<file path="config.mk">
export PLATFORM = sky130hd
export DESIGN_NAME = bram_port_arbiter_flat
export DESIGN_NICKNAME = d
export VERILOG_FILES = /design/src/rtl/bram_port_arbiter_pkg.sv /design/src/rtl/bram_port_arbiter_if.sv /design/src/rtl/bram_port_arbiter_rr_arbiter.sv /design/src/rtl/bram_port_arbiter.sv /design/src/flat_wrapper.sv
export SDC_FILE = /design/constraint.sdc
export NUM_CORES = 1
export LEC_CHECK = 0
export CAP_MARGIN = 0
export CORE_AREA = 4 4 120 122
export CTS_CLUSTER_DIAMETER = 40
export DETAILED_ROUTE_END_ITERATION = 10
export DIE_AREA = 0 0 124 126
export GPL_TIMING_DRIVEN = 0
export SLEW_MARGIN = 10
export SYNTH_ARGS = -nofsm -noshare
export SYNTH_HDL_FRONTEND = slang
export SYNTH_SLANG_ARGS = --single-unit
export TNS_END_PERCENT = 100
</file>
<file path="constraint.sdc">
create_clock -name clk -period 5.4 [get_ports clk]
set_input_delay 1.62 -clock clk [delete_from_list [all_inputs] [get_ports clk]]
set_output_delay 1.62 -clock clk [all_outputs]
set_load 0.005 [all_outputs]
</file>
<file path="src/rtl/bram_port_arbiter_pkg.sv">
// Shared types and width helpers for the BRAM port arbiter.
package bram_arb_pkg;

  localparam int ID_W = 3;

  function automatic int clog2(input int v);
    int r;
    r = 0;
    while ((1 << r) < v) r++;
    return (r < 1) ? 1 : r;
  endfunction

  function automatic int addr_w(input int depth);
    return clog2(depth);
  endfunction

  function automatic int data_w(input int nb, input int cw);
    return nb * cw;
  endfunction

  typedef struct packed {
    logic            valid;
    logic [ID_W-1:0] id;
  } tag_t;

  typedef enum logic {
    ARB,
    LOCKED
  } arb_state_e;

endpackage

</file>
<file path="src/rtl/bram_port_arbiter_if.sv">
// Requester-side command/response bundle for the BRAM port arbiter.
interface bram_arb_if #(
  parameter int NUM_REQ = 4,
  parameter int NB_COL  = 4,
  parameter int ADDR_W  = 9,
  parameter int DATA_W  = 32
);

  logic [NUM_REQ-1:0]        req_valid;
  logic [NUM_REQ-1:0]        req_ready;
  logic [NUM_REQ*NB_COL-1:0] req_we;
  logic [NUM_REQ*ADDR_W-1:0] req_addr;
  logic [NUM_REQ*DATA_W-1:0] req_wdata;
  logic [NUM_REQ-1:0]        req_lock;
  logic [NUM_REQ-1:0]        rsp_valid;
  logic [DATA_W-1:0]         rsp_data;

  modport master (
    output req_valid, req_we, req_addr,
    output req_wdata, req_lock,
    input  req_ready, rsp_valid, rsp_data
  );

  modport slave (
    input  req_valid, req_we, req_addr,
    input  req_wdata, req_lock,
    output req_ready, rsp_valid, rsp_data
  );

endinterface

</file>
<file path="src/rtl/bram_port_arbiter_rr_arbiter.sv">
// Rotating-priority arbiter: one-hot grant starting the search at ptr_i.
module rr_arbiter
  import bram_arb_pkg::*;
#(
  parameter int N = 4
) (
  input  logic [N-1:0]    req_i,
  input  logic [ID_W-1:0] ptr_i,
  output logic [N-1:0]    gnt_o,
  output logic [ID_W-1:0] id_o,
  output logic            any_o
);

  logic [N-1:0]  rot;
  logic [ID_W:0] sum;

  always_comb begin
    rot   = N'({req_i, req_i} >> ptr_i);
    sum   = '0;
    id_o  = '0;
    any_o = 1'b0;
    for (int k = 0; k < N; k++) begin
      if (!any_o && rot[k]) begin
        any_o = 1'b1;
        sum   = {1'b0, ptr_i} + (ID_W+1)'(k);
        if (sum >= (ID_W+1)'(N))
          sum = sum - (ID_W+1)'(N);
        id_o  = sum[ID_W-1:0];
      end
    end
    gnt_o = any_o ? (N'(1) << id_o) : '0;
  end

endmodule

</file>
<file path="src/rtl/bram_port_arbiter.sv">
// Round-robin sharing of one BRAM port with read-tag return routing.
// Optional grant locking is enabled by defining BRAM_ARB_LOCK_EN.
module bram_port_arbiter
  import bram_arb_pkg::*;
#(
  parameter  int NUM_REQ      = 4,
  parameter  int NB_COL       = 4,
  parameter  int COL_WIDTH    = 8,
  parameter  int RAM_DEPTH    = 512,
  parameter  int READ_LATENCY = 2,
  localparam int ADDR_W       = addr_w(RAM_DEPTH),
  localparam int DATA_W       = data_w(NB_COL, COL_WIDTH)
) (
  input  logic              clk,
  input  logic              rst,
  bram_arb_if.slave         req_if,
  output logic              bram_en,
  output logic [NB_COL-1:0] bram_we,
  output logic [ADDR_W-1:0] bram_addr,
  output logic [DATA_W-1:0] bram_din,
  output logic              bram_regce,
  output logic              bram_rst,
  input  logic [DATA_W-1:0] bram_dout
);

  logic [ID_W-1:0]    rr_ptr_q;
  logic [NUM_REQ-1:0] arb_gnt;
  logic [ID_W-1:0]    arb_id;
  logic               arb_any;

  logic               gnt_vld;
  logic [ID_W-1:0]    gnt_id;
  logic [NUM_REQ-1:0] gnt_oh;

  logic [NB_COL-1:0]  sel_we;
  logic [ADDR_W-1:0]  sel_addr;
  logic [DATA_W-1:0]  sel_din;
  logic [NUM_REQ-1:0] rsp_vld;

  tag_t tag_q [READ_LATENCY];
  tag_t tag_d;
  tag_t tag_last;

`ifdef BRAM_ARB_LOCK_EN
  arb_state_e      state_q;
  logic [ID_W-1:0] lk_id_q;
  logic            sel_lock;
`endif

  function automatic logic [ID_W-1:0] nxt(
    input logic [ID_W-1:0] id
  );
    return (int'(id) == NUM_REQ - 1) ? '0 : id + 1'b1;
  endfunction

  rr_arbiter #(
    .N (NUM_REQ)
  ) u_rr (
    .req_i (req_if.req_valid),
    .ptr_i (rr_ptr_q),
    .gnt_o (arb_gnt),
    .id_o  (arb_id),
    .any_o (arb_any)
  );

  always_comb begin
    gnt_vld = arb_any;
    gnt_id  = arb_id;
    gnt_oh  = arb_gnt;
`ifdef BRAM_ARB_LOCK_EN
    // While locked only the owner may be granted.
    if (state_q == LOCKED) begin
      gnt_vld = 1'b0;
      gnt_id  = lk_id_q;
      gnt_oh  = '0;
      for (int i = 0; i < NUM_REQ; i++) begin
        if (lk_id_q == ID_W'(i)) begin
          gnt_vld   = req_if.req_valid[i];
          gnt_oh[i] = req_if.req_valid[i];
        end
      end
    end
`endif
    if (rst) begin
      gnt_vld = 1'b0;
      gnt_oh  = '0;
    end
  end

  assign req_if.req_ready = gnt_oh;

  always_comb begin
    sel_we   = '0;
    sel_addr = '0;
    sel_din  = '0;
`ifdef BRAM_ARB_LOCK_EN
    sel_lock = 1'b0;
`endif
    for (int i = 0; i < NUM_REQ; i++) begin
      if (gnt_id == ID_W'(i)) begin
        sel_we   = req_if.req_we[i*NB_COL +: NB_COL];
        sel_addr = req_if.req_addr[i*ADDR_W +: ADDR_W];
        sel_din  = req_if.req_wdata[i*DATA_W +: DATA_W];
`ifdef BRAM_ARB_LOCK_EN
        sel_lock = req_if.req_lock[i];
`endif
      end
    end
  end

  assign bram_en   = gnt_vld;
  assign bram_we   = gnt_vld ? sel_we : '0;
  assign bram_addr = sel_addr;
  assign bram_din  = sel_din;
  assign bram_rst  = rst;

  always_comb begin
    tag_d       = '0;
    tag_d.valid = gnt_vld && (sel_we == '0);
    tag_d.id    = gnt_id;
  end

  always_ff @(posedge clk) begin
    if (rst) begin
      for (int i = 0; i < READ_LATENCY; i++)
        tag_q[i] <= '0;
    end else begin
      tag_q[0] <= tag_d;
      for (int i = 1; i < READ_LATENCY; i++)
        tag_q[i] <= tag_q[i-1];
    end
  end

  assign tag_last = tag_q[READ_LATENCY-1];

  always_comb begin
    rsp_vld = '0;
    for (int i = 0; i < NUM_REQ; i++)
      rsp_vld[i] = !rst && tag_last.valid &&
                   (tag_last.id == ID_W'(i));
  end

  assign req_if.rsp_valid = rsp_vld;
  assign req_if.rsp_data  = bram_dout;

  // The output register only needs to load when a read sits in stage 0.
  generate
    if (READ_LATENCY == 2) begin : g_regce
      assign bram_regce = tag_q[0].valid;
    end else begin : g_noreg
      assign bram_regce = 1'b1;
    end
  endgenerate

`ifdef BRAM_ARB_LOCK_EN
  always_ff @(posedge clk) begin
    if (rst) begin
      state_q  <= ARB;
      lk_id_q  <= '0;
      rr_ptr_q <= '0;
    end else begin
      unique case (state_q)
        ARB: begin
          if (gnt_vld) begin
            if (sel_lock) begin
              state_q <= LOCKED;
              lk_id_q <= gnt_id;
            end else begin
              rr_ptr_q <= nxt(gnt_id);
            end
          end
        end
        LOCKED: begin
          if (!gnt_vld || !sel_lock) begin
            state_q  <= ARB;
            rr_ptr_q <= nxt(lk_id_q);
          end
        end
        default: state_q <= ARB;
      endcase
    end
  end
`else
  logic unused_lock;
  assign unused_lock = ^req_if.req_lock;

  always_ff @(posedge clk) begin
    if (rst)
      rr_ptr_q <= '0;
    else if (gnt_vld)
      rr_ptr_q <= nxt(gnt_id);
  end
`endif

endmodule

</file>
<file path="src/flat_wrapper.sv">
// flat-port wrapper written by rule: the top's interface ports become plain ports
module bram_port_arbiter_flat import bram_arb_pkg::*;
#(
  parameter  int NUM_REQ      = 4,
  parameter  int NB_COL       = 4,
  parameter  int COL_WIDTH    = 8,
  parameter  int RAM_DEPTH    = 512,
  parameter  int READ_LATENCY = 2,
  localparam int ADDR_W       = addr_w(RAM_DEPTH),
  localparam int DATA_W       = data_w(NB_COL, COL_WIDTH)
)
  (clk, rst, bram_en, bram_we, bram_addr, bram_din, bram_regce, bram_rst, bram_dout, req_if_req_valid, req_if_req_we, req_if_req_addr, req_if_req_wdata, req_if_req_lock, req_if_req_ready, req_if_rsp_valid, req_if_rsp_data);
  bram_arb_if #(.NUM_REQ(NUM_REQ), .NB_COL(NB_COL), .ADDR_W((9)), .DATA_W((32))) req_if_i ();
  input  logic clk;
  input  logic rst;
  output logic bram_en;
  output logic [NB_COL-1:0] bram_we;
  output logic [ADDR_W-1:0] bram_addr;
  output logic [DATA_W-1:0] bram_din;
  output logic bram_regce;
  output logic bram_rst;
  input  logic [DATA_W-1:0] bram_dout;
  input wire logic [$bits(req_if_i.req_valid)-1:0] req_if_req_valid;
  input wire logic [$bits(req_if_i.req_we)-1:0] req_if_req_we;
  input wire logic [$bits(req_if_i.req_addr)-1:0] req_if_req_addr;
  input wire logic [$bits(req_if_i.req_wdata)-1:0] req_if_req_wdata;
  input wire logic [$bits(req_if_i.req_lock)-1:0] req_if_req_lock;
  output wire logic [$bits(req_if_i.req_ready)-1:0] req_if_req_ready;
  output wire logic [$bits(req_if_i.rsp_valid)-1:0] req_if_rsp_valid;
  output wire logic [$bits(req_if_i.rsp_data)-1:0] req_if_rsp_data;
  assign req_if_i.req_valid = req_if_req_valid;
  assign req_if_i.req_we = req_if_req_we;
  assign req_if_i.req_addr = req_if_req_addr;
  assign req_if_i.req_wdata = req_if_req_wdata;
  assign req_if_i.req_lock = req_if_req_lock;
  assign req_if_req_ready = req_if_i.req_ready;
  assign req_if_rsp_valid = req_if_i.rsp_valid;
  assign req_if_rsp_data = req_if_i.rsp_data;
  bram_port_arbiter #(.NUM_REQ(NUM_REQ), .NB_COL(NB_COL), .COL_WIDTH(COL_WIDTH), .RAM_DEPTH(RAM_DEPTH), .READ_LATENCY(READ_LATENCY)) u_core (.clk(clk), .rst(rst), .req_if(req_if_i), .bram_en(bram_en), .bram_we(bram_we), .bram_addr(bram_addr), .bram_din(bram_din), .bram_regce(bram_regce), .bram_rst(bram_rst), .bram_dout(bram_dout));
endmodule
</file>
==> flow_summary.ini, run 1 <==
[clocking]
number_of_clock_sinks_seen_by_cts = 11
cts_tree = built
number_of_buffers_created_by_cts = 3
h_tree_depth = 1
worstSkewPairLatency_ns = 0.24
cts-hold-fix-buffers = 0
root_buffer = clkbuf_16
path_clk_slew_ns = 0.05
cts-root-to-sink-buffers = 2

[sta]
fmax_mhz = 177
finalCritPeriodShare = 1.05
hold_viol = 0
timing.final.crit_period_ns = 5.65
finalSetupViolations = 47
skew_ns = 0.00601
drv_slew = 0
worst_slack_ns = -0.255
setup_repair_after_global_routing_missed_its_margin = yes

[worst_setup_path]
timing.reg2reg.worst_path_depth = 20
critical_path.reg2reg.endpoint = u_core.tag_q[0][3]
worst_setup_path_end_kind = primary output
start_kind = primary input
worstSetupPathType = in -> out
cell_with_the_most_instances_on_the_worst_path = buf_8
cp.required_ns = 3.78
critical_path.cell_chain = buf_8 > mux2_4 > a211oi_4 > nor2b_2 > and3_4 > a211o_4 > ha_4 > buf_6 > buf_8 > nand3b_1 > a21oi_2 > a21oi_1 > o21ai_1 > buf_2
worst_ep_arrival_time_ns = 4.03
ff2ff_setup_slack_ns = 1.51
crit_fanout = 7
crit_path_top_delay_cell = a211o_4
delay_of_the_slowest_cell_on_the_worst_path_ns = 0.30
reg_to_reg_critical_path_startpoint = u_core.rr_ptr_q[1]

[route]
wl_met1_um = 6310
top_layer_in_use = met4
detail_route.iter0.violations = 223
routedWlPerCell_um = 17.9
number_of_remaining_drc_errors = 0
drt_pass1_iterations = 4
ant_nets = 0
routed-via-count = 4333
sum_of_met2_wire_segment_lengths_after_detailed_routing_um = 8680
wl_met3_um = 1340
viasPerCell = 4.68
route.final.wire_length_um = 16500

[cells_and_area]
utilization = 0.484
stdcell_area_um2 = 6380
layout_common_cells = clkdlybuf4s50_1 (221), nand2_1 (87), a21oi_1 (69), buf_4 (58), buf_2 (45)
register_area_um2 = 220
design.final.nets = 977
final_common_cell = clkdlybuf4s50_1
post_route_cells_drive_above_1_share = 0.292
layout.filler_cells = 1331
number_of_diodes_added_for_antenna_fixing = 0
footprint_of_the_multi_input_gates_um2 = 2210
syn2layout_area_growth_pct = 148

[power]
power.share.switching = 0.460
pwr-share-clk = 0.037
internal_power_mw = 2.04
peakVddDrop_v = 0.000204
design_power_total_mw = 3.77
power.share.combinational = 0.933
power_per_cell_area_nw_per_um2 = 591
power.static_leakage_nw = 2.57
power.net_switching_mw = 1.73
power.sequential.fraction = 0.030

[placement]
placed_cell_area_um2 = 5530
gp_weighted_congestion = 0.886
buffer_ports.inserted = 273
dp_hpwl_um = 12700

[synthesis]
synthesis.nets = 663
netlist_top_cells_area = a21oi_1 (18%), nand2_1 (13%), nand3b_1 (13%), buf_4 (9.6%), o21ai_0 (9.3%)
synthDominantCellAreaShare = 0.185
ys_types = 46
synth_enable_flop_cells = 0
netlist_area_um2 = 2570
netlist.top_cell.by_area = a21oi_1
synth_flop_cell = dfxtp_1
synth_cells = 436
synth_async_sr_flop_share = 0
syn_area_per_cell_um2 = 5.90
ff_latch_count_synth = 11
synth_seq_area_share = 0.0856
synthesis.yosys.warnings = 0

[die]
floorplan.core_area_um2 = 13200
starting_density_of_the_core = 0.195
die_h_um = 126
design.die.area_um2 = 15600
rows = 42
die_w_um = 124
ios = 310

[worst_hold_path]
worstHoldPathCells = 1
worst_hold_path_type = reg -> reg
timing.hold.worst_endpoint = u_core.tag_q[0][4]
min_from = u_core.tag_q[0][0]

[grt]
maximum_number_of_pins_on_one_net_before_global_route_repair = 11
grt_first_pass_wirelength_um = 24400
global_route.usage.total = 0.195
first_global_vias = 4512
grt_antenna_before_repair = 0
grt_overflow_total = 0

[job]
max_cap_violations = 0

[status]
outcome = finished with violations
violations_in_the_final_reports = setup timing
-- metrics by stage --
step           hold WS [ns]  std cells  setup TNS [ns]  setup WS [ns]
2_1_floorplan         0.414        436               0        0.00300
3_3_place_gp          0.417        885          -76.27          -1.75
3_5_place_dp          0.432        885          -80.78          -1.81
4_1_cts               0.443        921           -8.86         -0.280
5_1_grt               0.453        925          -12.62         -0.355
6_report              0.440        925           -7.62         -0.255
-- routing by layer --
metal / vias up / global-route usage
met2: 199 / 0.365
met3: 19 / 0.0475
met1: 2006 / 0.229
met4: 0 / 0.0245
li1: 2109 / -
met5: - / 0
-- worst max path at each step --
stage | slack, ns | to | start | cells after the start
2_1_floorplan | 0.003 | bram_addr[0] | req_if_req_valid[2] | 12
3_3_place_gp | -1.75 | bram_addr[5] | req_if_req_valid[1] | 14
3_5_place_dp | -1.81 | bram_addr[2] | req_if_req_valid[1] | 14
4_1_cts | -0.28 | bram_din[12] | req_if_req_valid[1] | 14
5_1_grt | -0.36 | bram_din[26] | req_if_req_valid[1] | 15
6_report | -0.25 | bram_din[12] | req_if_req_valid[1] | 14
-- layout make-up --
cell class                 instances  share of cell area
timing repair buffer             311               0.455
inverter                           9             0.00530
buffer                            70               0.112
tap                              176              0.0345
clock buffer                       4              0.0124
multi-input combinational        344               0.346
sequential                        11              0.0345
-- kinds of logic after synthesis --
group	count (synthesis)	share of synthesized area
other cells	1	0.00146
mux	4	0.0175
buf+inv	81	0.173
flops	11	0.0856
compound gates	159	0.338
fa+ha+maj	5	0.0243
simple gates	175	0.360
-- flip-flops by register name, indices dropped and copies added (netlist names) --
| register | cells |
|---|---|
| u_core.tag_q | 8 |
| u_core.rr_ptr_q | 3 |
-- synthesized netlist by cell type (2+ instances only) --
master      n
ha_1        5
inv_1       8
mux2i_1     2
nand3_1     2
nand2b_1    3
nand3b_1   43
o211a_1     2
buf_4      33
a2111oi_2   2
a21oi_1    95
and2_1      6
nand2_1    91
buf_1       3
dfxtp_1    11
nor2_1      8
buf_6       2
a22oi_1     4
o21ai_0    48
nor3b_1     3
and3b_1     2
nor2b_1     6
clkbuf_1   33
-- power by group through the flow --
stage	Clock, mW	Sequential [mW]	Combinational (mW)
floorplan	0	0.109	1.35
global placement	0	0.112	2.74
detailed placement	0	0.112	2.76
CTS	0.138	0.112	3.42
global route	0.144	0.116	3.82
finish	0.138	0.114	3.52
-- critical path, delay by kind of cell --
family | cells | cell delay (ns)
compound gates | 5 | 0.94
mux | 1 | 0.29
fa+ha+maj | 1 | 0.22
buf+inv | 4 | 0.51
simple gates | 3 | 0.45
-- timing repair --
action / in CTS / in global routing
setup buffers: 27 / 4
pin swaps: 41 / 20
cloned: 7 / 0
resized for setup: 371 / 26
setup endpoints to repair: 49 / 50
Note: power is estimated with default switching activity, not from simulation.
==> run 2: changes to the inputs <==
- PLACE_DENSITY_LB_ADDON: default -> 0.12
- TNS_END_PERCENT: 100 -> default
==> run 2 against run 1 <==
Against the previous run: the flow still finishes with violations (setup timing); design area is 9.0% higher; critical path type unchanged; cell count is 2.4% higher; core utilization is 4.4 points higher; sequential power hardly changed.
==> flow_summary.ini, run 2 (synthesis gave the netlist of run 1 again) <==
[sta]
worst_slack_ns = -0.318
timing.final.crit_period_ns = 5.72
drv_slew = 0
finalCritPeriodShare = 1.06
skew_ns = 0.00347
hold_viol = 0
worst_hold_slack_ns = 0.430
setup_repair_after_global_routing_missed_its_margin = yes
finalSetupViolations = 47
finalSetupTns_ns = -10.49
fmax_mhz = 175

[route]
route.final.wire_length_um = 16900
drt_pass1_iterations = 4
routedWlPerCell_um = 17.8
ant_nets = 0
detail_route.iter0.violations = 154
viasPerCell = 4.59
routed-via-count = 4343
number_of_remaining_drc_errors = 0

[cells_and_area]
stdcell_area_um2 = 6950
layout_common_cells = clkdlybuf4s50_1 (220), buf_4 (68), a21oi_2 (63), nand2_1 (52), buf_2 (49)
register_area_um2 = 220
finish.cell_count_without_fillers = 947
layout.filler_cells = 1319
registers.top_by_ff_count = u_core.tag_q
largest_reg_flops = 8
syn2layout_area_growth_pct = 170
post_route_cells_drive_above_1_share = 0.413
utilization = 0.527
footprint_of_the_multi_input_gates_um2 = 2530
design.final.nets = 998
reg_top3 = u_core.tag_q x8, u_core.rr_ptr_q x3
final_common_cell = clkdlybuf4s50_1

[worst_setup_path]
delay_of_the_slowest_cell_on_the_worst_path_ns = 0.33
worst_setup_path_end_kind = primary output
start_kind = primary input
cp.required_ns = 3.78
crit_fanout = 8
worstSetupPathType = in -> out
critical_path.cell_chain = buf_8 > buf_12 > buf_6 > a2111oi_4 > a41o_2 > a21oi_4 > a211o_4 > ha_4 > buf_12 > buf_12 > clkbuf_16 > buf_12 > nand2_4 > a21oi_2 > a21oi_2 > o21ai_1 > buf_2
worst_ep_arrival_time_ns = 4.10
cell_with_the_most_instances_on_the_worst_path = buf_12
crit_path_top_delay_cell = a2111oi_4

[clocking]
worstSkewPairLatency_ns = 0.24
h_tree_depth = 1
cts-hold-fix-buffers = 0
number_of_buffers_created_by_cts = 3
path_clk_slew_ns = 0.04
cts-root-to-sink-buffers = 2
number_of_clock_sinks_seen_by_cts = 11
root_buffer = clkbuf_16
cts_tree = built

[worst_hold_path]
worst_hold_path_type = reg -> reg

[grt]
global_route.usage.total = 0.197
grt_first_pass_wirelength_um = 24400
first_global_vias = 4516
maximum_number_of_pins_on_one_net_before_global_route_repair = 11
grt_overflow_total = 0
grt_antenna_before_repair = 1

[die]
starting_density_of_the_core = 0.195
rows = 42
floorplan.core_area_um2 = 13200
die_h_um = 126
design.die.area_um2 = 15600
die_w_um = 124
ios = 310

[status]
outcome = finished with violations
violations_in_the_final_reports = setup timing

[placement]
dp_hpwl_um = 12500
placed_cell_area_um2 = 5530
dp_cells = 885
buffer_ports.inserted = 273
gp_weighted_congestion = 0.796

[power]
power_per_cell_area_nw_per_um2 = 621
peakVddDrop_v = 0.000242
power.static_leakage_nw = 2.87

[job]
max_cap_violations = 0
-- run 2: cell count changes in the layout (fill, tap and decap cells not counted), moves of 3 or more --
cell	delta
a21oi_1	-39
buf_2	+4
buf_8	+11
o21ai_1	+7
buf_6	+6
nand2_2	+19
buf_4	+10
clkbuf_8	-6
dlygate4sd2_1	-3
nand2_4	+16
a21oi_2	+38
o21ai_0	-7
nand2_1	-35
buf_12	+4
-- run 2: path summary, 6_finish.rpt --
path	from	endpoint	slack (ns)	cells past startpoint
hold / removal	u_core.tag_q[0][1]	u_core.tag_q[0][5]	0.43	1
hold reg to reg	u_core.tag_q[0][1]	u_core.tag_q[0][5]	0.43	1
setup / recovery	req_if_req_valid[1]	bram_din[27]	-0.32	17
setup reg to reg	u_core.rr_ptr_q[1]	u_core.tag_q[0][3]	1.33	24
-- run 2: critical path, delay by kind of cell --
kind                     cells  cell delay [ns]
adder cells (fa/ha/maj)      1             0.18
buffers and inverters        8             1.04
AO/OA/AOI/OAI                7             1.19
AND/OR/NAND/NOR              1             0.04
-- run 2: metrics by stage --
step	power [mW]	setup WS, ns
after CTS	3.88	-0.339
after detailed placement	2.85	-1.74
after floorplan	1.46	0.00300
after global routing	4.64	-0.426
final	4.32	-0.318
after global placement	2.84	-1.69
-- run 2: repair_timing --
item | in CTS | in global routing
endpoints found under the setup margin | 49 | 49
setup buffers | 28 | 21
gates cloned | 11 | 1
resized for setup | 445 | 93
pin swaps | 82 | 64
-- run 2: power by group --
group          internal, mW  total, mW  leakage, nW  switching, mW
Sequential           0.0995      0.113       0.0906         0.0136
Clock                0.0978      0.133       0.0409         0.0349
Combinational          2.16       4.07         2.74           1.92
Total                  2.35       4.32         2.87           1.97
-- run 2: metal layers --
layer	vias up	wire (um)	part of all wire	GRT usage
met5	-	0	0	0
met4	0	196	0.012	0.0264
met3	15	1160	0.069	0.0475
met2	172	9130	0.54	0.372
met1	1999	6370	0.38	0.225
li1	2157	-	-	-
-- run 2: cell type report --
type | instances | area share
clock buffer | 3 | 0.0108
multi-input combinational | 344 | 0.363
sequential | 11 | 0.0317
clock inverter | 1 | 0.000720
buffer | 69 | 0.0986
antenna | 1 | 0.000360
inverter | 9 | 0.00486
tap | 176 | 0.0317
timing repair buffer | 333 | 0.458
==> run 3: changes to the inputs <==
- GPL_TIMING_DRIVEN: 0 -> default
==> run 3 against run 2 <==
Against the previous run: the run still ends with setup timing left; critical path depth down 1; worst hold slack better by 0.0039 ns; setup slack better by 0.093 ns; non-clock buffer count down 60; cell count down 6.4%; clock-buffer cell count up 1; combinational power up 1%; global-route usage down 2.3 points; critical path type unchanged; critical endpoint is now bram_din[29]; largest cell class unchanged.
==> flow_summary.ini, run 3 (synthesis gave the netlist of run 1 again) <==
[grt]
first_global_vias = 4263
grt_overflow_total = 0
maximum_number_of_pins_on_one_net_before_global_route_repair = 39
grt_antenna_before_repair = 0
grt_first_pass_wirelength_um = 21800
global_route.usage.total = 0.173

[die]
design.die.area_um2 = 15600
rows = 42
starting_density_of_the_core = 0.195
die_w_um = 124
floorplan.core_area_um2 = 13200
die_h_um = 126
ios = 310

[worst_setup_path]
crit_fanout = 5
reg_to_reg_critical_path_startpoint = u_core.rr_ptr_q[0]
critical_path.startpoint = req_if_req_valid[1]
timing.reg2reg.worst_path_depth = 22
worst_ep_arrival_time_ns = 4.01
worst_setup_path_end_kind = primary output
ff2ff_setup_slack_ns = 1.46
start_kind = primary input
crit_end = bram_din[29]
critical_path.reg2reg.endpoint = u_core.tag_q[0][3]
worstSetupPathType = in -> out
cp.required_ns = 3.78

[sta]
finalSetupViolations = 45
worst_hold_slack_ns = 0.434
finalSetupTns_ns = -6.48
skew_ns = 0.000487
fmax_mhz = 178
hold_viol = 0
finalCritPeriodShare = 1.04
worst_slack_ns = -0.225
setup_repair_after_global_routing_missed_its_margin = yes
drv_slew = 0
timing.final.crit_period_ns = 5.63

[clocking]
root_buffer = clkbuf_16
cts-root-to-sink-buffers = 2
cts_tree = built
h_tree_depth = 1
number_of_clock_sinks_seen_by_cts = 11
worstSkewPairLatency_ns = 0.23
path_clk_slew_ns = 0.04
number_of_buffers_created_by_cts = 3

[cells_and_area]
post_route_cells_drive_above_1_share = 0.358
utilization = 0.483
design.final.nets = 938
number_of_diodes_added_for_antenna_fixing = 0
largest_reg_flops = 8
finish.cell_count_without_fillers = 886
reg_top3 = u_core.tag_q x8, u_core.rr_ptr_q x3
layout_common_cells = clkdlybuf4s50_1 (188), nand2_1 (70), buf_4 (65), a21oi_1 (48), buf_2 (47)
syn2layout_area_growth_pct = 148
layout.filler_cells = 1339
registers.top_by_ff_count = u_core.tag_q
final_common_cell = clkdlybuf4s50_1

[route]
route.final.wire_length_um = 14600
viasPerCell = 4.56
ant_nets = 0
top_layer_in_use = met4
routed-via-count = 4041
detail_route.iter0.violations = 149
wl_met1_um = 5770
wl_met3_um = 1190
sum_of_met2_wire_segment_lengths_after_detailed_routing_um = 7580
routedWlPerCell_um = 16.5
number_of_remaining_drc_errors = 0
drt_pass1_iterations = 5

[power]
power.net_switching_mw = 1.85
power.sequential.fraction = 0.025
power.static_leakage_nw = 2.58
pwr-share-clk = 0.030
peakVddDrop_v = 0.000233
power.share.combinational = 0.944
internal_power_mw = 2.52
power_per_cell_area_nw_per_um2 = 685
power.share.switching = 0.423

[job]
max_cap_violations = 0

[placement]
dp_cells = 831
buffer_ports.inserted = 241
dp_hpwl_um = 10000
gp_weighted_congestion = 0.845

[worst_hold_path]
worst_hold_path_type = reg -> reg

[status]
outcome = finished with violations
violations_in_the_final_reports = setup timing
[run 3: cell types whose count changed in the layout (fill, tap and decap cells not counted), moves of 8 or more]
cell,delta
clkdlybuf4s50_1,-32
a21oi_1,+18
a21oi_2,-18
nand2_1,+18
buf_8,-13
nand2_2,-12
buf_12,+11
clkbuf_8,-8
[run 3: how the worst min path moves through the flow]
stage	startpoint	endpoint	slack, ns	cells past startpoint
floorplan	u_core.tag_q[0][0]	u_core.tag_q[0][4]	0.41	1
global placement	u_core.tag_q[0][2]	u_core.tag_q[0][6]	0.42	1
detailed placement	u_core.tag_q[0][1]	u_core.tag_q[0][5]	0.43	1
CTS	u_core.tag_q[0][1]	u_core.tag_q[0][5]	0.44	1
global route	u_core.tag_q[0][1]	u_core.tag_q[0][5]	0.44	1
finish	u_core.tag_q[0][0]	u_core.tag_q[0][4]	0.43	1
[run 3: critical path, stage by stage]
cell	delay, ns
buf_6	0.10
mux2_4	0.28
a211oi_4	0.26
nor2b_2	0.08
and3_4	0.19
a211o_4	0.28
ha_4	0.20
buf_12	0.14
buf_8	0.13
buf_6	0.13
buf_16	0.14
nand2_2	0.06
a21oi_2	0.05
a21oi_1	0.13
o21ai_1	0.08
buf_2	0.13
[run 3: timing repair]
item / 4_1_cts / 5_1_grt
pin swaps: 70 / 42
setup endpoints to repair: 50 / 49
setup buffers: 34 / 9
cloned: 13 / 1
gates resized for setup: 334 / 51
hold buffers: 0 / 0
[run 3: layout make-up]
cell class	count	area (um2)	share of cell area
Clock buffer	4	78.8	0.0124
Inverter	9	33.8	0.00530
Multi-Input combinational cell	344	2390	0.375
Sequential cell	11	220	0.0346
Tap cell	176	220	0.0346
Timing Repair Buffer	342	3430	0.538
[run 3: layer usage]
| layer | GRT usage | up-vias |
|---|---|---|
| met3 | 0.0480 | 8 |
| li1 | - | 2023 |
| met2 | 0.318 | 172 |
| met5 | 0 | - |
| met4 | 0.0155 | 0 |
| met1 | 0.207 | 1838 |
[run 3: power groups by stage]
stage	logic [mW]	registers (mW)	clock network, mW
after floorplan	1.35	0.109	0
after global placement	2.99	0.111	0
after detailed placement	3.00	0.111	0
after CTS	3.97	0.110	0.134
after global routing	4.47	0.113	0.137
final	4.12	0.111	0.132
[run 3: metrics by stage]
step           instance area (um2)  setup slack, ns  power [mW]
5_1_grt                       6370           -0.344        4.72
2_1_floorplan                 2580          0.00300        1.46
6_report                      6370           -0.225        4.36
3_3_place_gp                  5330            -1.04        3.10
4_1_cts                       6150           -0.296        4.22
3_5_place_dp                  5330            -1.06        3.11
